$ cat config.mk
export PLATFORM = sky130hd
export DESIGN_NAME = cpu_debug_ctrl
export DESIGN_NICKNAME = d
export VERILOG_FILES = /design/src/rtl/cpu_debug_ctrl.sv
export SDC_FILE = /design/constraint.sdc
export NUM_CORES = 1
export LEC_CHECK = 0
export CORE_ASPECT_RATIO = 0.75
export CORE_UTILIZATION = 40
export CTS_CLUSTER_DIAMETER = 120
export DETAILED_ROUTE_END_ITERATION = 16
export HOLD_SLACK_MARGIN = 0.15
export PLACE_DENSITY = 0.89
export SYNTH_ARGS = -nofsm -noshare
export SYNTH_HDL_FRONTEND = slang
export SYNTH_SLANG_ARGS = --single-unit
$ cat constraint.sdc
create_clock -name clk -period 2.5 [get_ports clk]
set_input_delay 0.5 -clock clk [delete_from_list [all_inputs] [get_ports clk]]
set_output_delay 0.5 -clock clk [all_outputs]
set_load 0.01 [all_outputs]
$ cat src/rtl/cpu_debug_ctrl.sv
// Run-control and program loader for a single-cycle CPU: loads instruction memory, then supervises run/step/halt.
// Breakpoint registers and comparators are built only when DBG_BP_EN is defined.
module cpu_debug_ctrl #(
  parameter int DATA_W = 8,
  parameter int ADDR_W = 8,
  parameter int NUM_BP = 2,
  parameter int CNT_W  = 16,
  localparam int BP_IDX_W = (NUM_BP > 1) ? $clog2(NUM_BP) : 1
) (
  input  logic                clk,
  input  logic                rstn,
  input  logic                ld_valid,
  output logic                ld_ready,
  input  logic [ADDR_W-1:0]   ld_addr,
  input  logic [DATA_W-1:0]   ld_data,
  input  logic                cmd_valid,
  input  logic [1:0]          cmd,
  input  logic                bp_we,
  input  logic [BP_IDX_W-1:0] bp_idx,
  input  logic [ADDR_W-1:0]   bp_addr,
  input  logic                bp_en,
  input  logic [CNT_W-1:0]    max_cycles,
  input  logic [ADDR_W-1:0]   pc_in,
  input  logic [DATA_W-1:0]   ir_in,
  output logic                mem_we,
  output logic [ADDR_W-1:0]   mem_addr,
  output logic [DATA_W-1:0]   mem_wdata,
  output logic                cpu_rstn,
  output logic                cpu_en,
  output logic [1:0]          state,
  output logic [1:0]          halt_cause,
  output logic [CNT_W-1:0]    cycle_cnt,
  output logic [DATA_W-1:0]   last_ir
);

  typedef enum logic [1:0] {
    ST_LOAD = 2'b00,
    ST_RUN  = 2'b01,
    ST_HALT = 2'b10,
    ST_STEP = 2'b11
  } state_e;

  localparam logic [1:0] CMD_RUN   = 2'b00;
  localparam logic [1:0] CMD_STEP  = 2'b01;
  localparam logic [1:0] CMD_HALT  = 2'b10;
  localparam logic [1:0] CMD_RESET = 2'b11;

  localparam logic [1:0] CAUSE_NONE  = 2'b00;
  localparam logic [1:0] CAUSE_BP    = 2'b01;
  localparam logic [1:0] CAUSE_LIMIT = 2'b10;
  localparam logic [1:0] CAUSE_HOST  = 2'b11;

  state_e              state_q, state_d;
  logic [1:0]          cause_q, cause_d;
  logic [CNT_W-1:0]    cnt_q, cnt_d;
  logic [DATA_W-1:0]   ir_q, ir_d;
  logic                we_q, we_d;
  logic [ADDR_W-1:0]   addr_q, addr_d;
  logic [DATA_W-1:0]   wdata_q, wdata_d;
  logic                resume_q, resume_d;

  logic ld_fire;
  logic bp_hit;
  logic limit_hit;
  logic host_halt;
  logic stop;
  logic cpu_en_w;

  // Load handshake: a beat transfers on an edge where ld_valid and ld_ready are both high;
  // ld_ready is high only in LOAD with no command pending, so commands always win over beats.
  assign ld_ready = (state_q == ST_LOAD) && !cmd_valid;
  assign ld_fire  = ld_valid && ld_ready;

`ifdef DBG_BP_EN
  logic [ADDR_W-1:0] bp_addr_q [NUM_BP];
  logic [NUM_BP-1:0] bp_en_q;
  logic [NUM_BP-1:0] bp_match;

  always_ff @(posedge clk or negedge rstn) begin
    if (!rstn) begin
      for (int i = 0; i < NUM_BP; i++) bp_addr_q[i] <= '0;
      bp_en_q <= '0;
    end else if (bp_we && (int'(bp_idx) < NUM_BP)) begin
      bp_addr_q[bp_idx] <= bp_addr;
      bp_en_q[bp_idx]   <= bp_en;
    end
  end

  always_comb begin
    bp_match = '0;
    for (int i = 0; i < NUM_BP; i++) bp_match[i] = bp_en_q[i] && (bp_addr_q[i] == pc_in);
  end

  // The first RUN cycle after a resume ignores breakpoints so the CPU can leave the halt PC.
  assign bp_hit = (|bp_match) && !resume_q;
`else
  logic unused_bp;
  assign unused_bp = ^{bp_we, bp_idx, bp_addr, bp_en};
  assign bp_hit    = 1'b0;
`endif

  assign limit_hit = (max_cycles != '0) && (cnt_q == max_cycles);
  assign host_halt = cmd_valid && (cmd == CMD_HALT);
  assign stop      = bp_hit || limit_hit || host_halt;

  always_ff @(posedge clk or negedge rstn) begin
    if (!rstn) begin
      state_q  <= ST_LOAD;
      cause_q  <= CAUSE_NONE;
      cnt_q    <= '0;
      ir_q     <= '0;
      we_q     <= 1'b0;
      addr_q   <= '0;
      wdata_q  <= '0;
      resume_q <= 1'b0;
    end else begin
      state_q  <= state_d;
      cause_q  <= cause_d;
      cnt_q    <= cnt_d;
      ir_q     <= ir_d;
      we_q     <= we_d;
      addr_q   <= addr_d;
      wdata_q  <= wdata_d;
      resume_q <= resume_d;
    end
  end

  always_comb begin
    state_d  = state_q;
    cause_d  = cause_q;
    cnt_d    = cnt_q;
    ir_d     = ir_q;
    resume_d = 1'b0;
    we_d     = ld_fire;
    addr_d   = addr_q;
    wdata_d  = wdata_q;

    if (ld_fire) begin
      addr_d  = ld_addr;
      wdata_d = ld_data;
    end

    if (cpu_en_w) begin
      if (cnt_q != '1) cnt_d = cnt_q + 1'b1;
      ir_d = ir_in;
    end

    case (state_q)
      ST_LOAD: begin
        if (cmd_valid && (cmd == CMD_RUN)) begin
          state_d = ST_RUN;
          cnt_d   = '0;
          cause_d = CAUSE_NONE;
        end
      end
      ST_RUN: begin
        if (stop) begin
          state_d = ST_HALT;
          if (bp_hit)         cause_d = CAUSE_BP;
          else if (limit_hit) cause_d = CAUSE_LIMIT;
          else                cause_d = CAUSE_HOST;
        end
      end
      ST_HALT: begin
        if (cmd_valid && (cmd == CMD_RUN)) begin
          state_d  = ST_RUN;
          resume_d = 1'b1;
        end else if (cmd_valid && (cmd == CMD_STEP)) begin
          state_d = ST_STEP;
        end
      end
      default: state_d = ST_HALT;
    endcase

    // RESET overrides everything else but deliberately leaves the breakpoint registers alone.
    if (cmd_valid && (cmd == CMD_RESET)) begin
      state_d  = ST_LOAD;
      cnt_d    = '0;
      cause_d  = CAUSE_NONE;
      ir_d     = '0;
      resume_d = 1'b0;
    end
  end

  always_comb begin
    cpu_en_w = 1'b0;
    case (state_q)
      ST_RUN:  cpu_en_w = !stop;
      ST_STEP: cpu_en_w = 1'b1;
      default: cpu_en_w = 1'b0;
    endcase
  end

  assign cpu_en     = cpu_en_w;
  assign cpu_rstn   = (state_q != ST_LOAD);
  assign state      = state_q;
  assign halt_cause = cause_q;
  assign cycle_cnt  = cnt_q;
  assign last_ir    = ir_q;
  assign mem_we     = we_q;
  assign mem_addr   = addr_q;
  assign mem_wdata  = wdata_q;

endmodule

==> impl_metrics.yaml, run 1 <==
logic_synthesis:
  ys_seq_area_frac: 0.474
  synth_warnings: 0
  ys_types: 39
  synthesis.area_mm2: 0.00238
  netlist_instances: 227
  syn_area_per_cell_um2: 10.5
  syn-num-nets: 293
  ys.flop_type: "dfrtp_1"
  async_flop_share: 1.00
  ys_ff_latch: 45
  synth-edff-count: 0
power:
  max-vdd-ir-drop_uv: 451
  power.density_mw_per_mm2: 717
  p_leak_nw: 1.69
cells_and_area:
  nets: 416
  antenna_cells: 0
  final_cell_area_mm2: 0.00372
  drive_gt1_frac: 0.188
  stdcell_count: 426
  syn_to_final_growth_pct: 56.6
placement:
  dpl.cell_count: 418
  port_buffers: 93
  hpwl_um: 5290
  routabilityCongestion: 0.875
  place_area_mm2: 0.00359
  dp_worst_setup_slack_ns: -0.434
cts:
  htreeDepth: 2
  numClockSinks: 45
  cts_buffers: 5
  clock_latency_ns: 0.29
  cts_hold_buf: 0
  tritoncts: "yes"
  cts-root-buf: "clkbuf_8"
  cts_max_path_buffers: 2
  clk_pin_slew_ns: 0.08
die:
  die_w_um: 91.0
  initial_core_util: 0.430
  die_h_um: 68.7
  num_rows: 23
  io_pins: 113
  core_region_area_mm2: 0.00553
  die-area_mm2: 0.00626
timing:
  setup_viol: 0
  period_minus_slack_ns: 2.45
  hold_viol_final: 0
  slew_headroom: 0.613
  skew_ns: 0.00560
  max_slew.worst_pin.slew_ns: 0.580
  rsz0062_at_grt: "no"
  fmax_mhz: 409
  worst_slack_ns: 0.0544
  maxSlewViolCount: 0
  setup_tns_ns: 0
  fin_crit_sh: 0.978
critical_path:
  crit_required_ns: 2.00
  crit_fanout: 2
  critPathKind: "in2out"
  crit_arrival_ns: 1.95
  path_cells: "clkdlybuf4s50_1, xor2_1, nor4_2, nand2_1, o31ai_4, inv_2, buf_2"
  startpoint_type: "input port"
  end_kind: "primary output"
  cp_slowest_cell: "clkdlybuf4s50_1"
  slowest_delay_ns: 0.44
global_routing:
  grt_use_total: 0.220
  grt_pass1_wl_um: 10600
  grt_pass1_vias: 2194
  gr-total-overflow: 0
  grt_max_degree: 46
  antenna_found_initial: 0
min_path:
  hold_path.class: "in2async"
detailed_routing:
  ant_nets: 0
  topRoutingLayerUsed: "met4"
  routed_wl_um: 6810
  drc: 0
  avgRoutedWirePerCell_um: 16.0
  met2_length_um: 3240
  first_pass_iters: 4
  dr.first_iter.drc_count: 312
  vias_per_cell: 5.40
  via_count: 2299
  met3_length_um: 611
  drt-met1-wl_um: 2920
outcome:
  status: "complete, no violations"
run:
  cap_violations: 0
through the flow:
| step | utilization | hold slack [ns] | total power, mW |
|---|---|---|---|
| CTS | 0.670 | 0.303 | 2.69 |
| detailed placement | 0.649 | 0.495 | 2.05 |
| finish | 0.673 | 0.281 | 2.67 |
| global route | 0.673 | 0.335 | 2.81 |
| global placement | 0.649 | 0.489 | 2.02 |
| floorplan | - | 0.204 | 1.45 |
state kept, by name, indices dropped and copies added, names as in the netlist:
register	cells
mem_addr	8
state	2
mem_wdata	8
mem_we	1
halt_cause	2
cycle_cnt	16
last_ir	8
area by class of cell:
cell class                      instances  area [µm²]
Fill cell                             453        1810
Multi-Input combinational cell        167        1180
Timing Repair Buffer                  127        1170
Sequential cell                        45        1130
Tap cell                               75        93.8
Clock buffer                            5        68.8
Clock inverter                          3        65.1
Inverter                                4        15.0
per-layer routing:
metal | vias to the layer above | GRT usage
met5 | - | 0
met1 | 1094 | 0.286
met4 | 0 | 0.0575
met3 | 6 | 0.0581
met2 | 109 | 0.372
li1 | 1090 | -
cells in the final DEF (no fill, tap or decap), drive strengths merged, types with 4 or more instances in the layout:
cell type and n:
a21oi 11, and3 5, buf 36, clkbuf 5, clkdlybuf4s50 76, dfrtp 45
dlygate4sd2 11, dlymetal6s2s 4, inv 4, mux2 16, mux2i 10, nand2 11
nand2b 5, nand3 9, nand4 12, nor2 18, nor4 11, o21ai 10
or3 4, xor2 16
kinds of logic (layout without fill, tap and decap cells):
group / Yosys count / count (layout) / share of synthesized area
AO/OA/AOI/OAI: 41 / 41 / 0.118
XOR/XNOR: 16 / 16 / 0.0590
adder cells (fa/ha/maj): 1 / 1 / 0.00527
buffers and inverters: 15 / 139 / 0.0326
flip-flops: 45 / 45 / 0.474
multiplexers: 26 / 26 / 0.118
AND/OR/NAND/NOR: 83 / 83 / 0.193
power breakdown:
part / internal, mW / total, mW / switching (mW)
clock network: 0.397 / 0.635 / 0.238
logic: 0.582 / 1.02 / 0.438
registers: 0.900 / 1.01 / 0.110
total: 1.88 / 2.67 / 0.786
cells in the mapped netlist, types with 4 or more instances:
cell	n	area share
a21oi_1	11	0.023
nand2_1	11	0.017
nand2b_1	5	0.013
buf_2	5	0.011
dfrtp_1	45	0.47
and3_1	5	0.013
mux2_2	16	0.076
nor4_1	9	0.024
mux2i_1	10	0.042
nand4_1	12	0.032
xor2_1	16	0.059
or3_1	4	0.011
nor2_1	18	0.028
nand3_1	9	0.019
o21ai_0	10	0.021
final timing paths:
| check | startpoint | to | slack (ns) | cells after the start |
|---|---|---|---|---|
| max reg2reg | cycle_cnt[11]$_DFF_PN0_ | cycle_cnt[3]$_DFF_PN0_ | 0.36 | 7 |
| max in group asynchronous | rstn | mem_addr[1]$_DFFE_PN0P_ | 1.81 | 2 |
| min in group clk | mem_wdata[6]$_DFFE_PN0P_ | mem_wdata[6]$_DFFE_PN0P_ | 0.51 | 1 |
| max | max_cycles[9] | cpu_en | 0.05 | 7 |
| min reg2reg | mem_wdata[6]$_DFFE_PN0P_ | mem_wdata[6]$_DFFE_PN0P_ | 0.51 | 1 |
| min | rstn | cycle_cnt[12]$_DFF_PN0_ | 0.28 | 2 |
timing repair:
action	4_1_cts	5_1_grt
setup buffers	0	0
endpoints found under the setup margin	1	1
endpoints found under the hold margin	0	0
cloned	0	0
gates resized for setup	15	5
pin swaps	6	4
worst max-delay path: cells and delay by family:
family / cells / cell delay, ns
compound gates: 1 / 0.32
simple gates: 2 / 0.29
xor+xnor: 1 / 0.18
buf+inv: 3 / 0.65
(Power assumes the default switching activity.)
==> run 2: changes to the inputs <==
--- a/config.mk
+++ b/config.mk
@@ -6,11 +6,12 @@
 export NUM_CORES = 1
 export LEC_CHECK = 0
 export CORE_ASPECT_RATIO = 0.75
-export CORE_UTILIZATION = 40
+export CORE_UTILIZATION = 35
+export CTS_BUF_LIST = sky130_fd_sc_hd__clkbuf_8
 export CTS_CLUSTER_DIAMETER = 120
 export DETAILED_ROUTE_END_ITERATION = 16
 export HOLD_SLACK_MARGIN = 0.15
-export PLACE_DENSITY = 0.89
+export PLACE_DENSITY = 0.8
 export SYNTH_ARGS = -nofsm -noshare
 export SYNTH_HDL_FRONTEND = slang
 export SYNTH_SLANG_ARGS = --single-unit
==> run 2 against run 1 <==
Count of clock-buffer cells in the layout unchanged. Utilization is 10 points lower. Via count decreased by 2.7%. Register-to-register slack improved by 0.05 ns. Fmax rose by 1.6%. Global-route usage down 2.4 points. Hold slack improved by 0.23 ns. Highest routed layer unchanged.
==> impl_metrics.yaml, run 2 (synthesis gave the netlist of run 1 again) <==
die:
  initial_core_util: 0.369
  die_h_um: 73.4
  io_pins: 113
  num_rows: 25
  core_region_area_mm2: 0.00644
  die-area_mm2: 0.00713
  die_w_um: 97.1
critical_path:
  path_delay_family: "buffers and inverters"
  crit_fanout: 2
  r2r-start: "cycle_cnt[0]$_DFF_PN0_"
  ff2ff_setup_slack_ns: 0.41
  slowest_delay_ns: 0.29
  path_buf_inv: 3
  path_cells: "dlygate4sd2_1, xor2_1, nor4_1, nand2_1, o31ai_4, inv_2, buf_2"
  end_kind: "primary output"
  critPathKind: "in2out"
  worst_r2r_endpoint: "last_ir[0]$_DFFE_PN0P_"
  startpoint_type: "input port"
  crit_arrival_ns: 1.91
  cp_slowest_cell: "o31ai_4"
  crit_required_ns: 2.00
  r2r_cells: 7
cells_and_area:
  antenna_cells: 0
  final_common_cell: "clkdlybuf4s50_1"
  largest_reg_flops: 16
  drive_gt1_frac: 0.191
  stdcell_count: 431
  nets: 415
  nFillCells: 576
  syn_to_final_growth_pct: 55.5
  final_cell_mix: "75 x clkdlybuf4s50_1, 45 x dfrtp_1, 32 x buf_4, 18 x nor2_1"
timing:
  setup_tns_ns: 0
  hold_viol_final: 0
  maxSlewViolCount: 0
  max_slew.worst_pin.slew_ns: 0.632
  period_minus_slack_ns: 2.41
  rsz0062_at_grt: "no"
  fin_crit_sh: 0.963
  hold_ws_ns: 0.511
  skew_ns: 0.00520
  setup_viol: 0
  slew_headroom: 0.575
  fmax_mhz: 415
placement:
  port_buffers: 93
  routabilityCongestion: 0.837
  dpl.cell_count: 422
  hpwl_um: 5300
detailed_routing:
  vias_per_cell: 5.19
  first_pass_iters: 4
  routed_wl_um: 6870
  via_count: 2237
  avgRoutedWirePerCell_um: 15.9
  ant_nets: 0
  drc: 0
  dr.first_iter.drc_count: 170
power:
  max-vdd-ir-drop_uv: 349
  p_comb_frac: 0.413
  p_leak_nw: 1.67
  clkPwrFrac: 0.176
  power.density_mw_per_mm2: 667
  p_seq_frac: 0.411
  p_switching_mw: 0.793
  finalPower_mw: 2.46
  switching_share: 0.322
  p_int_mw: 1.67
min_path:
  hold_end: "mem_wdata[4]$_DFFE_PN0P_"
  hold_path.class: "reg2reg"
  min_path_cells: 1
  hold_start: "mem_wdata[4]$_DFFE_PN0P_"
global_routing:
  grt_pass1_wl_um: 11000
  grt_use_total: 0.196
  gr-total-overflow: 0
  grt_max_degree: 35
  grt_pass1_vias: 2142
  antenna_found_initial: 0
cts:
  clk_pin_slew_ns: 0.08
  numClockSinks: 45
  clock_latency_ns: 0.29
  cts-root-buf: "clkbuf_8"
  cts_setup_buffers: 0
  tritoncts: "yes"
  cts_max_path_buffers: 2
  cts_buffers: 5
  htreeDepth: 2
outcome:
  status: "complete, no violations"
run:
  cap_violations: 0
-- run 2: final cells by class --
cell class	count	area (µm²)	area share
repair buffers	126	1170	0.316
multi-input cells	167	1200	0.326
flip-flops and latches	45	1130	0.305
well taps	81	101	0.0274
clock buffers	5	68.8	0.0186
inverters	4	15.0	0.00407
clock inverters	3	13.8	0.00373
-- run 2: worst max-delay path by stage --
stage,slack [ns],startpoint,endpoint,cells past startpoint
after detailed placement,-0.50,max_cycles[11],cpu_en,7
after global placement,-0.46,max_cycles[11],cpu_en,7
final,0.09,max_cycles[4],cpu_en,7
after CTS,0.01,max_cycles[12],cpu_en,8
after floorplan,0.39,max_cycles[11],cpu_en,6
after global routing,0.02,max_cycles[6],cpu_en,7
-- run 2: what timing repair did --
item / in CTS / in global routing
hold buffers: 1 / 0
endpoints found under the hold margin: 11 / 0
resized for setup: 17 / 8
setup endpoints to repair: 1 / 1
pin swaps: 6 / 4
-- run 2: power by group through the flow --
| stage | logic, mW | clock network, mW | registers (mW) |
|---|---|---|---|
| after floorplan | 0.341 | 0 | 1.11 |
| after global placement | 1.00 | 0 | 1.02 |
| after detailed placement | 1.03 | 0 | 1.02 |
| after CTS | 1.02 | 0.449 | 1.01 |
| after global routing | 1.10 | 0.479 | 1.04 |
| final | 1.02 | 0.433 | 1.01 |
-- run 2: metal layers --
metal	track usage	vias up	routed length, µm
met5	0	-	0
met1	0.284	1076	3220
met3	0.0333	8	342
met2	0.302	64	3220
li1	-	1089	-
met4	0.0630	0	82
-- run 2: worst register-to-register path, stage by stage (launching register included) --
cell	delay, ns
dfrtp_1	0.43
xor2_1	0.17
nor4_2	0.33
nand3_2	0.16
o31ai_4	0.25
buf_4	0.33
mux2i_1	0.26
nor2_1	0.06
-- run 2: through the flow --
stage	worst slack, ns	instance area (µm²)	util
after CTS	0.0137	3660	0.568
after global placement	-0.455	3580	0.556
final	0.0928	3690	0.573
after floorplan	0.387	2380	-
after detailed placement	-0.495	3580	0.556
after global routing	0.0154	3690	0.573
